`src/rtl/shift_add_multiplier.sv`:
```
// ----------------------------------------------------------------------------
// shift_add_multiplier
//
// Sequential shift-and-add multiplier. A request is accepted in IDLE and the
// operands are latched. CALC then retires one multiplier bit per cycle, LSB
// first, for exactly W cycles. The 2*W-bit result is loaded into `product` on
// the CALC->DONE edge. `done` is high for the single DONE cycle.
//
// Optional feature (compile-time macro):
//   MULT_SIGNED_EN - adds the `sgn` port. With sgn=1 the operands are two's
//                    complement. Magnitudes are multiplied, and the result is
//                    negated when it is loaded if the operand signs differ.
//
// Ports:
//   clk     - clock; all state changes on the rising edge
//   rst     - asynchronous, active-low reset
//   start   - multiply request, sampled only in IDLE
//   a, b    - multiplicand / multiplier (W bits), captured on acceptance
//   sgn     - signed-mode select (only with MULT_SIGNED_EN)
//   product - last completed 2*W-bit result, held between completions
//   busy    - high in CALC and DONE
//   done    - one-cycle pulse when product takes a new value
// ----------------------------------------------------------------------------
module shift_add_multiplier #(
    parameter int W = 8
) (
    input  logic           clk,
    input  logic           rst,
    input  logic           start,
    input  logic [W-1:0]   a,
    input  logic [W-1:0]   b,
`ifdef MULT_SIGNED_EN
    input  logic           sgn,
`endif
    output logic [2*W-1:0] product,
    output logic           busy,
    output logic           done
);

    localparam int PW = 2 * W;
    localparam int CW = $clog2(W + 1);  // counter reaches W without wrapping

    typedef enum logic [1:0] {IDLE, CALC, DONE} state_t;

    state_t        state, state_nxt;
    logic [W-1:0]  mcand;       // latched multiplicand (magnitude in signed mode)
    logic [W-1:0]  mplier;      // latched multiplier, shifted right each iteration
    logic [W-1:0]  acc_hi;      // accumulator upper half
    logic [W-1:0]  acc_lo;      // accumulator lower half, filled by shifted-out bits
    logic [CW-1:0] cnt;         // completed iterations
    logic [W:0]    sum;         // upper half plus addend, including carry
    logic [PW-1:0] acc_nxt;     // accumulator after this iteration
    logic [PW-1:0] result;      // value loaded into product on the last iteration
    logic          last_iter;
    logic [W-1:0]  a_op, b_op;  // operands as they are latched

`ifdef MULT_SIGNED_EN
    logic          neg;         // result must be negated on load

    // -2^(W-1) negates to itself, which is the correct unsigned magnitude.
    always_comb begin
        a_op = (sgn && a[W-1]) ? (~a + W'(1)) : a;
        b_op = (sgn && b[W-1]) ? (~b + W'(1)) : b;
    end
`else
    always_comb begin
        a_op = a;
        b_op = b;
    end
`endif

    // ------------------------------------------------------------------
    // State register
    // ------------------------------------------------------------------
    // NOTE: sequential state uses non-blocking (<=) assignments, so every
    // register samples pre-edge values no matter what order the blocks run in.
    always_ff @(posedge clk or negedge rst) begin
        if (!rst) state <= IDLE;
        else      state <= state_nxt;
    end

    // ------------------------------------------------------------------
    // Next-state logic
    // ------------------------------------------------------------------
    // NOTE: every always_comb output gets a default first, so no path can
    // leave it unassigned and infer a latch.
    always_comb begin
        state_nxt = state;
        case (state)
            IDLE:    if (start) state_nxt = CALC;
            CALC:    if (last_iter) state_nxt = DONE;
            DONE:    state_nxt = IDLE;
            default: state_nxt = IDLE;
        endcase
    end

    assign busy = (state != IDLE);
    assign done = (state == DONE);

    // ------------------------------------------------------------------
    // Datapath: one add-and-shift per CALC cycle
    // ------------------------------------------------------------------
    always_comb begin
        sum       = {1'b0, acc_hi} + (mplier[0] ? {1'b0, mcand} : {(W+1){1'b0}});
        // Shift right by one. The carry (sum[W]) moves into the top bit.
        acc_nxt   = {sum, acc_lo[W-1:1]};
        last_iter = (cnt == CW'(W - 1));
`ifdef MULT_SIGNED_EN
        result    = neg ? (~acc_nxt + PW'(1)) : acc_nxt;
`else
        result    = acc_nxt;
`endif
    end

    // NOTE: reset clears every register, including the operands and the
    // accumulator. An aborted operation therefore leaves nothing stale behind.
    always_ff @(posedge clk or negedge rst) begin
        if (!rst) begin
            mcand   <= '0;
            mplier  <= '0;
            acc_hi  <= '0;
            acc_lo  <= '0;
            cnt     <= '0;
            product <= '0;
`ifdef MULT_SIGNED_EN
            neg     <= 1'b0;
`endif
        end else begin
            case (state)
                IDLE: begin
                    if (start) begin
                        mcand  <= a_op;
                        mplier <= b_op;
                        acc_hi <= '0;
                        acc_lo <= '0;
                        cnt    <= '0;
`ifdef MULT_SIGNED_EN
                        neg    <= sgn & (a[W-1] ^ b[W-1]);
`endif
                    end
                end
                CALC: begin
                    acc_hi <= acc_nxt[PW-1:W];
                    acc_lo <= acc_nxt[W-1:0];
                    mplier <= mplier >> 1;
                    cnt    <= cnt + CW'(1);
                    if (last_iter) product <= result;
                end
                default: ;  // DONE: everything holds
            endcase
        end
    end

endmodule

```
`config.mk`:
```
export PLATFORM = sky130hd
export DESIGN_NAME = shift_add_multiplier
export DESIGN_NICKNAME = d
export VERILOG_FILES = /design/src/rtl/shift_add_multiplier.sv
export SDC_FILE = /design/constraint.sdc
export NUM_CORES = 1
export LEC_CHECK = 0
export CORE_ASPECT_RATIO = 0.6
export CORE_MARGIN = 4
export CORE_UTILIZATION = 24
export DETAILED_ROUTE_END_ITERATION = 16
export GPL_TIMING_DRIVEN = 0
export PLACE_DENSITY_LB_ADDON = 0.12
export SLEW_MARGIN = 5
export SYNTH_ARGS = -nofsm -noshare
export SYNTH_HDL_FRONTEND = slang
export SYNTH_SLANG_ARGS = --single-unit
```
`constraint.sdc`:
```
create_clock -name clk -period 3.55 [get_ports clk]
set_input_delay 0.71 -clock clk [delete_from_list [all_inputs] [get_ports clk]]
set_output_delay 0.71 -clock clk [all_outputs]
set_load 0.1 [all_outputs]
```
# Yosys cells after proc, flatten, opt, wreduce, memory -nomap -nowiden
# Cells that the tools add are included.
dict set report word_totals {
  reg_bits 54
  latch_bits 0
  mem_bits_rw 0
  romBits 0
  in_bits 19
  output_inout_bits 18
  mem_count 0
}
dict set report classes {
  addsub 2
  multipliers 0
  n_div 0
  n_lt_le_gt_ge 0
  n_eq_ne 5
  shifts 0
  muxes 11
  bitwise_logic 0
  reduce_logical 7
}
# op count
set op_table {}
lappend op_table {{8-bit one-hot mux with 2 select lines} 3}
lappend op_table {{8-bit two-way mux} 3}
lappend op_table {{8-bit by 8-bit adder with 9-bit output} 1}
lappend op_table {{4-bit one-hot mux with 2 select lines} 1}
lappend op_table {{2-bit AND reduction} 4}
lappend op_table {{4-bit by 1-bit adder with 4-bit output (second input constant)} 1}
lappend op_table {{4-bit by 3-bit == test with 1-bit output (second input constant)} 1}
lappend op_table {{2-bit two-way mux} 2}
lappend op_table {{4-bit two-way mux} 1}
lappend op_table {{2-bit inequality test (second input constant)} 2}
lappend op_table {{2-bit one-hot mux with 2 select lines} 1}
lappend op_table {{2-bit nonzero test} 2}
lappend op_table {{2-bit by 1-bit == test with 1-bit output (second input constant)} 1}
lappend op_table {{2-bit == test (second input constant)} 1}
lappend op_table {{2-bit logical NOT} 1}

# Longest topological paths before layout
dict set report depth {
  depth_word 3
  depth_mapped 8
}

# Worst setup path before layout
# Ideal clock, no wire load.
dict set report synth_path {
  path_type {flip-flop to output port}
  from {register state[0]}
  to {output done}
  arrival_time_ps 1906
  required_time_ps 2840
  setup_slack_ps 934
  stages_incl_launch_ff 3
  path_buffers 1
  cell_sequence {dfrtp_1 clkbuf_1 nor2b_1}
}
dict set report synth_via {
  elab_chain_cells 1
}
# item line
set synth_lines {}
lappend synth_lines {{from (decl)} 45} ;# state_t state, state_nxt;
lappend synth_lines {{from (signal assigned)} 79} ;# else state <= state_nxt;
lappend synth_lines {{2-bit == test} 98} ;# assign done = (state == DONE);
lappend synth_lines {{to (decl)} 37} ;# output logic done
# Every way passes these cells.

# Worst setup path in the final report
dict set report layout_path {
  from {register state[0]}
  to {output busy}
}
dict set report layout_via {
  elab_chain_cells 1
}
# item line
set layout_lines {}
lappend layout_lines {{2-bit nonzero test} 97} ;# assign busy = (state != IDLE);
lappend layout_lines {{to (decl)} 36} ;# output logic busy,
# Every way passes these cells.

==> reports/summary.log <==
[run_status] run status completed
[setup_path] arrival time worst endpoint 2.34 ns
[placement] post-detailed-placement half-perimeter wirelength 4360 um
[logic_synthesis] area fraction of the dominant cell type after synthesis 0.529
[worst_hold_path] worst hold endpoint product[7]$_DFFE_PN0P_
[grt] residual overflow from global routing 0
[setup_path] Crit. End Element output pin
[floorplanning] number of primary I/O pins 37
[floorplanning] total core area 0.0100 mm2
[logic_synthesis] Post-Syn Instances 226
[route] drt via density 4.29
[floorplanning] effective utilization at floorplan 0.250
[timing] sum of negative setup slack 0 ns
[route] DR WL/cell 14.8 um
[floorplanning] width of the die 140 um
[logic_synthesis] share of flip-flops with an asynchronous set or reset 1.00
[timing] worst setup skew after layout 0.00698 ns
[pwr] P per Cell Area 943 mW/mm2
[logic_synthesis] count of synthesis-stage warnings from yosys 0
[placement] number of buffers inserted by port buffering 36
[run] number of max-capacitance violations reported 0
[timing] Slew Limit Fails 0
[timing] Slew headroom 0.342
[logic_synthesis] net count after synthesis 255
[timing] fraction of the cycle the final worst path needs 0.860
[worst_hold_path] Worst Hold Depth 2
[worst_hold_path] startpoint of the lowest-slack hold path product[7]$_DFFE_PN0P_
[timing] count of final setup violators 0
[grt] pin count of the biggest net entering global routing 33
[timing] Max Fclk 0.328 GHz
[placement] placed instance area 0.00306 mm2
[cells_and_area] number of fill cells in the layout 1032
[timing] Tightest Pin Transition 0.984 ns
[setup_path] Critical Path RT 2.84 ns
[timing] setup repair after global routing missed its margin no
[timing] crit path time final 3.05 ns
[floorplanning] standard-cell row count 28
[cts] clock buffer count from CTS 5
[route] routed wire length 5990 um
[route] Detailed Routing Iterations Pass 1 4
[setup_path] number of cells on the worst reg-to-reg path 7
[placement] GP Congestion 0.808
[floorplanning] overall die height 87.2 um
[setup_path] Crit Path Category flop to output pin
[cells_and_area] fraction of layout instances using a drive strength above 1 0.118
[setup_path] register-to-register setup slack 1.30 ns
[route] Starting DRT DRC Count 84
[grt] first-pass GRT wire length 9840 um
[grt] vias in the first global route 1770
[pwr] Max rail drop VDD 428 uV
[setup_path] RR Endpoint acc_hi[5]$_DFFE_PN0P_
[pwr] P_leak 1.48 nW
[route] vias after detailed routing 1740
[logic_synthesis] most instantiated flip-flop cell in the synthesis netlist sky130_fd_sc_hd__dfrtp_1
[setup_path] Crit Reg-Reg Startpoint mplier[0]$_DFFE_PN0P_
[logic_synthesis] Area contributors post-synth sky130_fd_sc_hd__dfrtp_1 (53%), sky130_fd_sc_hd__nand2_1 (6.6%), sky130_fd_sc_hd__ha_1 (4.5%)
[worst_hold_path] Hold Crit Class flop to flop
[logic_synthesis] count of flip-flops with a built-in enable after synthesis 0
[cts] H-tree levels 2
[cells_and_area] ANT cells 0
[logic_synthesis] Mapped Area 0.00251 mm2
[logic_synthesis] flop and latch count out of synthesis 53
[cells_and_area] post-route standard cell area excluding fillers 0.00321 mm2
[route] remaining design rule violation count 0
[timing] final worst setup slack 0.498 ns
[floorplanning] area of the die 0.0122 mm2
[cts] TritonCTS clock tree done
[grt] global routing usage summed across all routing layers 0.105
[logic_synthesis] count of unique library cells instantiated by Yosys 45
[cts] post-CTS repair timing setup buffer count 0
[cells_and_area] final standard cell utilization of the core 0.320
[cts] hold bufs inserted after CTS 0
[cts] cell chosen for the clock root sky130_fd_sc_hd__clkbuf_16
[setup_path] Critical Path Slowest Stage Cell sky130_fd_sc_hd__clkdlybuf4s50_1
[setup_path] Critical Path Max Stage Delay 1.12 ns
[cts] count of cells resized by post-cts repair 0
[logic_synthesis] share of the yosys chip area belonging to registers 0.529
[route] count of nets left with antenna violations after detail routing 0
[placement] worst slack at placement 0.809 ns
[cts] Clock Pin Slew Worst Setup and Hold Paths 0.07 ns
[grt] number of antenna violations at the first check in global routing 0
[cts] Bufs on Longest Clock Path 2
[timing] endpoints failing hold 0
[setup_path] critical path, cell by cell clkbuf_1 -> or2_2 -> clkdlybuf4s50_1
[logic_synthesis] synthesized area divided by synthesized cell count 11.1 um2
[cts] latest clock arrival within the worst-skew pair 0.30 ns
[cts] number of clock sinks 53
[cells_and_area] post-layout net count 299
[setup_path] Max Fanout on Critical Path 10
[setup_path] Critical Path Source Type flop
[cells_and_area] Syn-to-layout area delta 28.0%
[logic_synthesis] largest area contributor in the synthesized netlist sky130_fd_sc_hd__dfrtp_1
## placed cells by master (no fill, tap or decap), types with 2 or more instances in the layout
cell type	instances
sky130_fd_sc_hd__mux2_4	4
sky130_fd_sc_hd__a21oi_1	11
sky130_fd_sc_hd__mux2_1	2
sky130_fd_sc_hd__ha_1	9
sky130_fd_sc_hd__nand3b_1	2
sky130_fd_sc_hd__nor2b_1	5
sky130_fd_sc_hd__clkbuf_16	5
sky130_fd_sc_hd__nand2_1	44
sky130_fd_sc_hd__and3_1	2
sky130_fd_sc_hd__a22o_1	12
sky130_fd_sc_hd__buf_6	4
sky130_fd_sc_hd__o31ai_1	5
sky130_fd_sc_hd__dfrtp_1	53
sky130_fd_sc_hd__o21ai_0	12
sky130_fd_sc_hd__clkinv_4	3
sky130_fd_sc_hd__mux2_2	4
sky130_fd_sc_hd__buf_2	4
sky130_fd_sc_hd__a21o_1	4
sky130_fd_sc_hd__xor2_1	2
sky130_fd_sc_hd__clkdlybuf4s50_1	35
sky130_fd_sc_hd__xnor2_1	2
sky130_fd_sc_hd__clkbuf_1	2
sky130_fd_sc_hd__a22oi_1	7
sky130_fd_sc_hd__and2b_1	4
sky130_fd_sc_hd__inv_1	2
sky130_fd_sc_hd__buf_4	2
sky130_fd_sc_hd__and2_1	8
## power breakdown
part	switching [mW]	internal (mW)
Clock	0.233	0.267
Combinational	0.989	0.519
Sequential	0.168	0.850
Total	1.39	1.64
## per-layer routing
layer  GRT usage  share of wire  wire length (um)  up-vias
li1            -              -                 -      887
met1       0.177           0.60              3580      802
met2       0.121           0.33              1980       46
met3      0.0340          0.063               380        5
met4      0.0237         0.0077                46        0
met5           0              0                 0        -
## registers in the layout (all words and copies together) (netlist names)
signal and cells:
acc_hi 8, acc_lo 7, cnt 4, mcand 8, mplier 8, product 16, state 2
## per-stage QoR
stage / total power [mW] / cells / hold WS, ns
4_1_cts: 3.07 / 406 / 0.482
5_1_grt: 3.23 / 406 / 0.491
6_report: 3.03 / 406 / 0.472
3_5_place_dp: 2.55 / 398 / 0.462
2_1_floorplan: 2.14 / 226 / 0.414
3_3_place_gp: 2.54 / 397 / 0.459
## layout make-up
cell class | count | area (um2) | area share
plain buffers | 11 | 82.6 | 0.0257
clock buffers | 5 | 125 | 0.0390
clock inverters | 3 | 26.3 | 0.00818
inverters | 3 | 16.3 | 0.00507
multi-input cells | 159 | 1080 | 0.337
flip-flops and latches | 53 | 1330 | 0.413
well taps | 135 | 169 | 0.0526
repair buffers | 37 | 383 | 0.119
## cell usage after synthesis, types with 2 or more instances
library cell	number
sky130_fd_sc_hd__nand2_1	44
sky130_fd_sc_hd__ha_1	9
sky130_fd_sc_hd__clkbuf_1	2
sky130_fd_sc_hd__buf_6	4
sky130_fd_sc_hd__and3_1	2
sky130_fd_sc_hd__xnor2_1	2
sky130_fd_sc_hd__o31ai_1	5
sky130_fd_sc_hd__inv_1	2
sky130_fd_sc_hd__mux2_2	4
sky130_fd_sc_hd__buf_2	3
sky130_fd_sc_hd__dfrtp_1	53
sky130_fd_sc_hd__xor2_1	2
sky130_fd_sc_hd__buf_4	2
sky130_fd_sc_hd__and2b_1	4
sky130_fd_sc_hd__nand3b_1	2
sky130_fd_sc_hd__mux2_4	4
sky130_fd_sc_hd__nor2b_1	5
sky130_fd_sc_hd__a21oi_1	11
sky130_fd_sc_hd__mux2_1	2
sky130_fd_sc_hd__and2_1	8
sky130_fd_sc_hd__o21ai_0	12
sky130_fd_sc_hd__a22o_1	12
sky130_fd_sc_hd__a21o_1	4
sky130_fd_sc_hd__a22oi_1	7
## logic make-up (layout without fill, tap and decap cells)
logic type      Yosys count  in the layout  synth area share
compound gates           60             60             0.166
xor+xnor                  4              4            0.0140
fa+ha+maj                10             10            0.0529
buf+inv                  14             59            0.0394
flops                    53             53             0.529
mux                      11             11            0.0549
simple gates             74             74             0.144
## critical path: cells and delay by family (launching register included)
family | cells | cell delay [ns]
AND/OR/NAND/NOR | 1 | 0.18
flip-flops | 1 | 0.40
buffers and inverters | 2 | 1.46
## how the worst max path moves through the flow
stage	startpoint	to	slack, ns	cells after the start
after global placement	rst	mcand[0]$_DFFE_PN0P_	-0.10	1
after global routing	state[0]$_DFFE_PN0P_	busy	0.37	3
after floorplan	state[0]$_DFFE_PN0P_	done	0.93	2
after CTS	state[0]$_DFFE_PN0P_	busy	0.47	3
after detailed placement	state[0]$_DFFE_PN0P_	busy	0.81	3
final	state[0]$_DFFE_PN0P_	busy	0.50	3
Power figures use the tool's default switching activity.
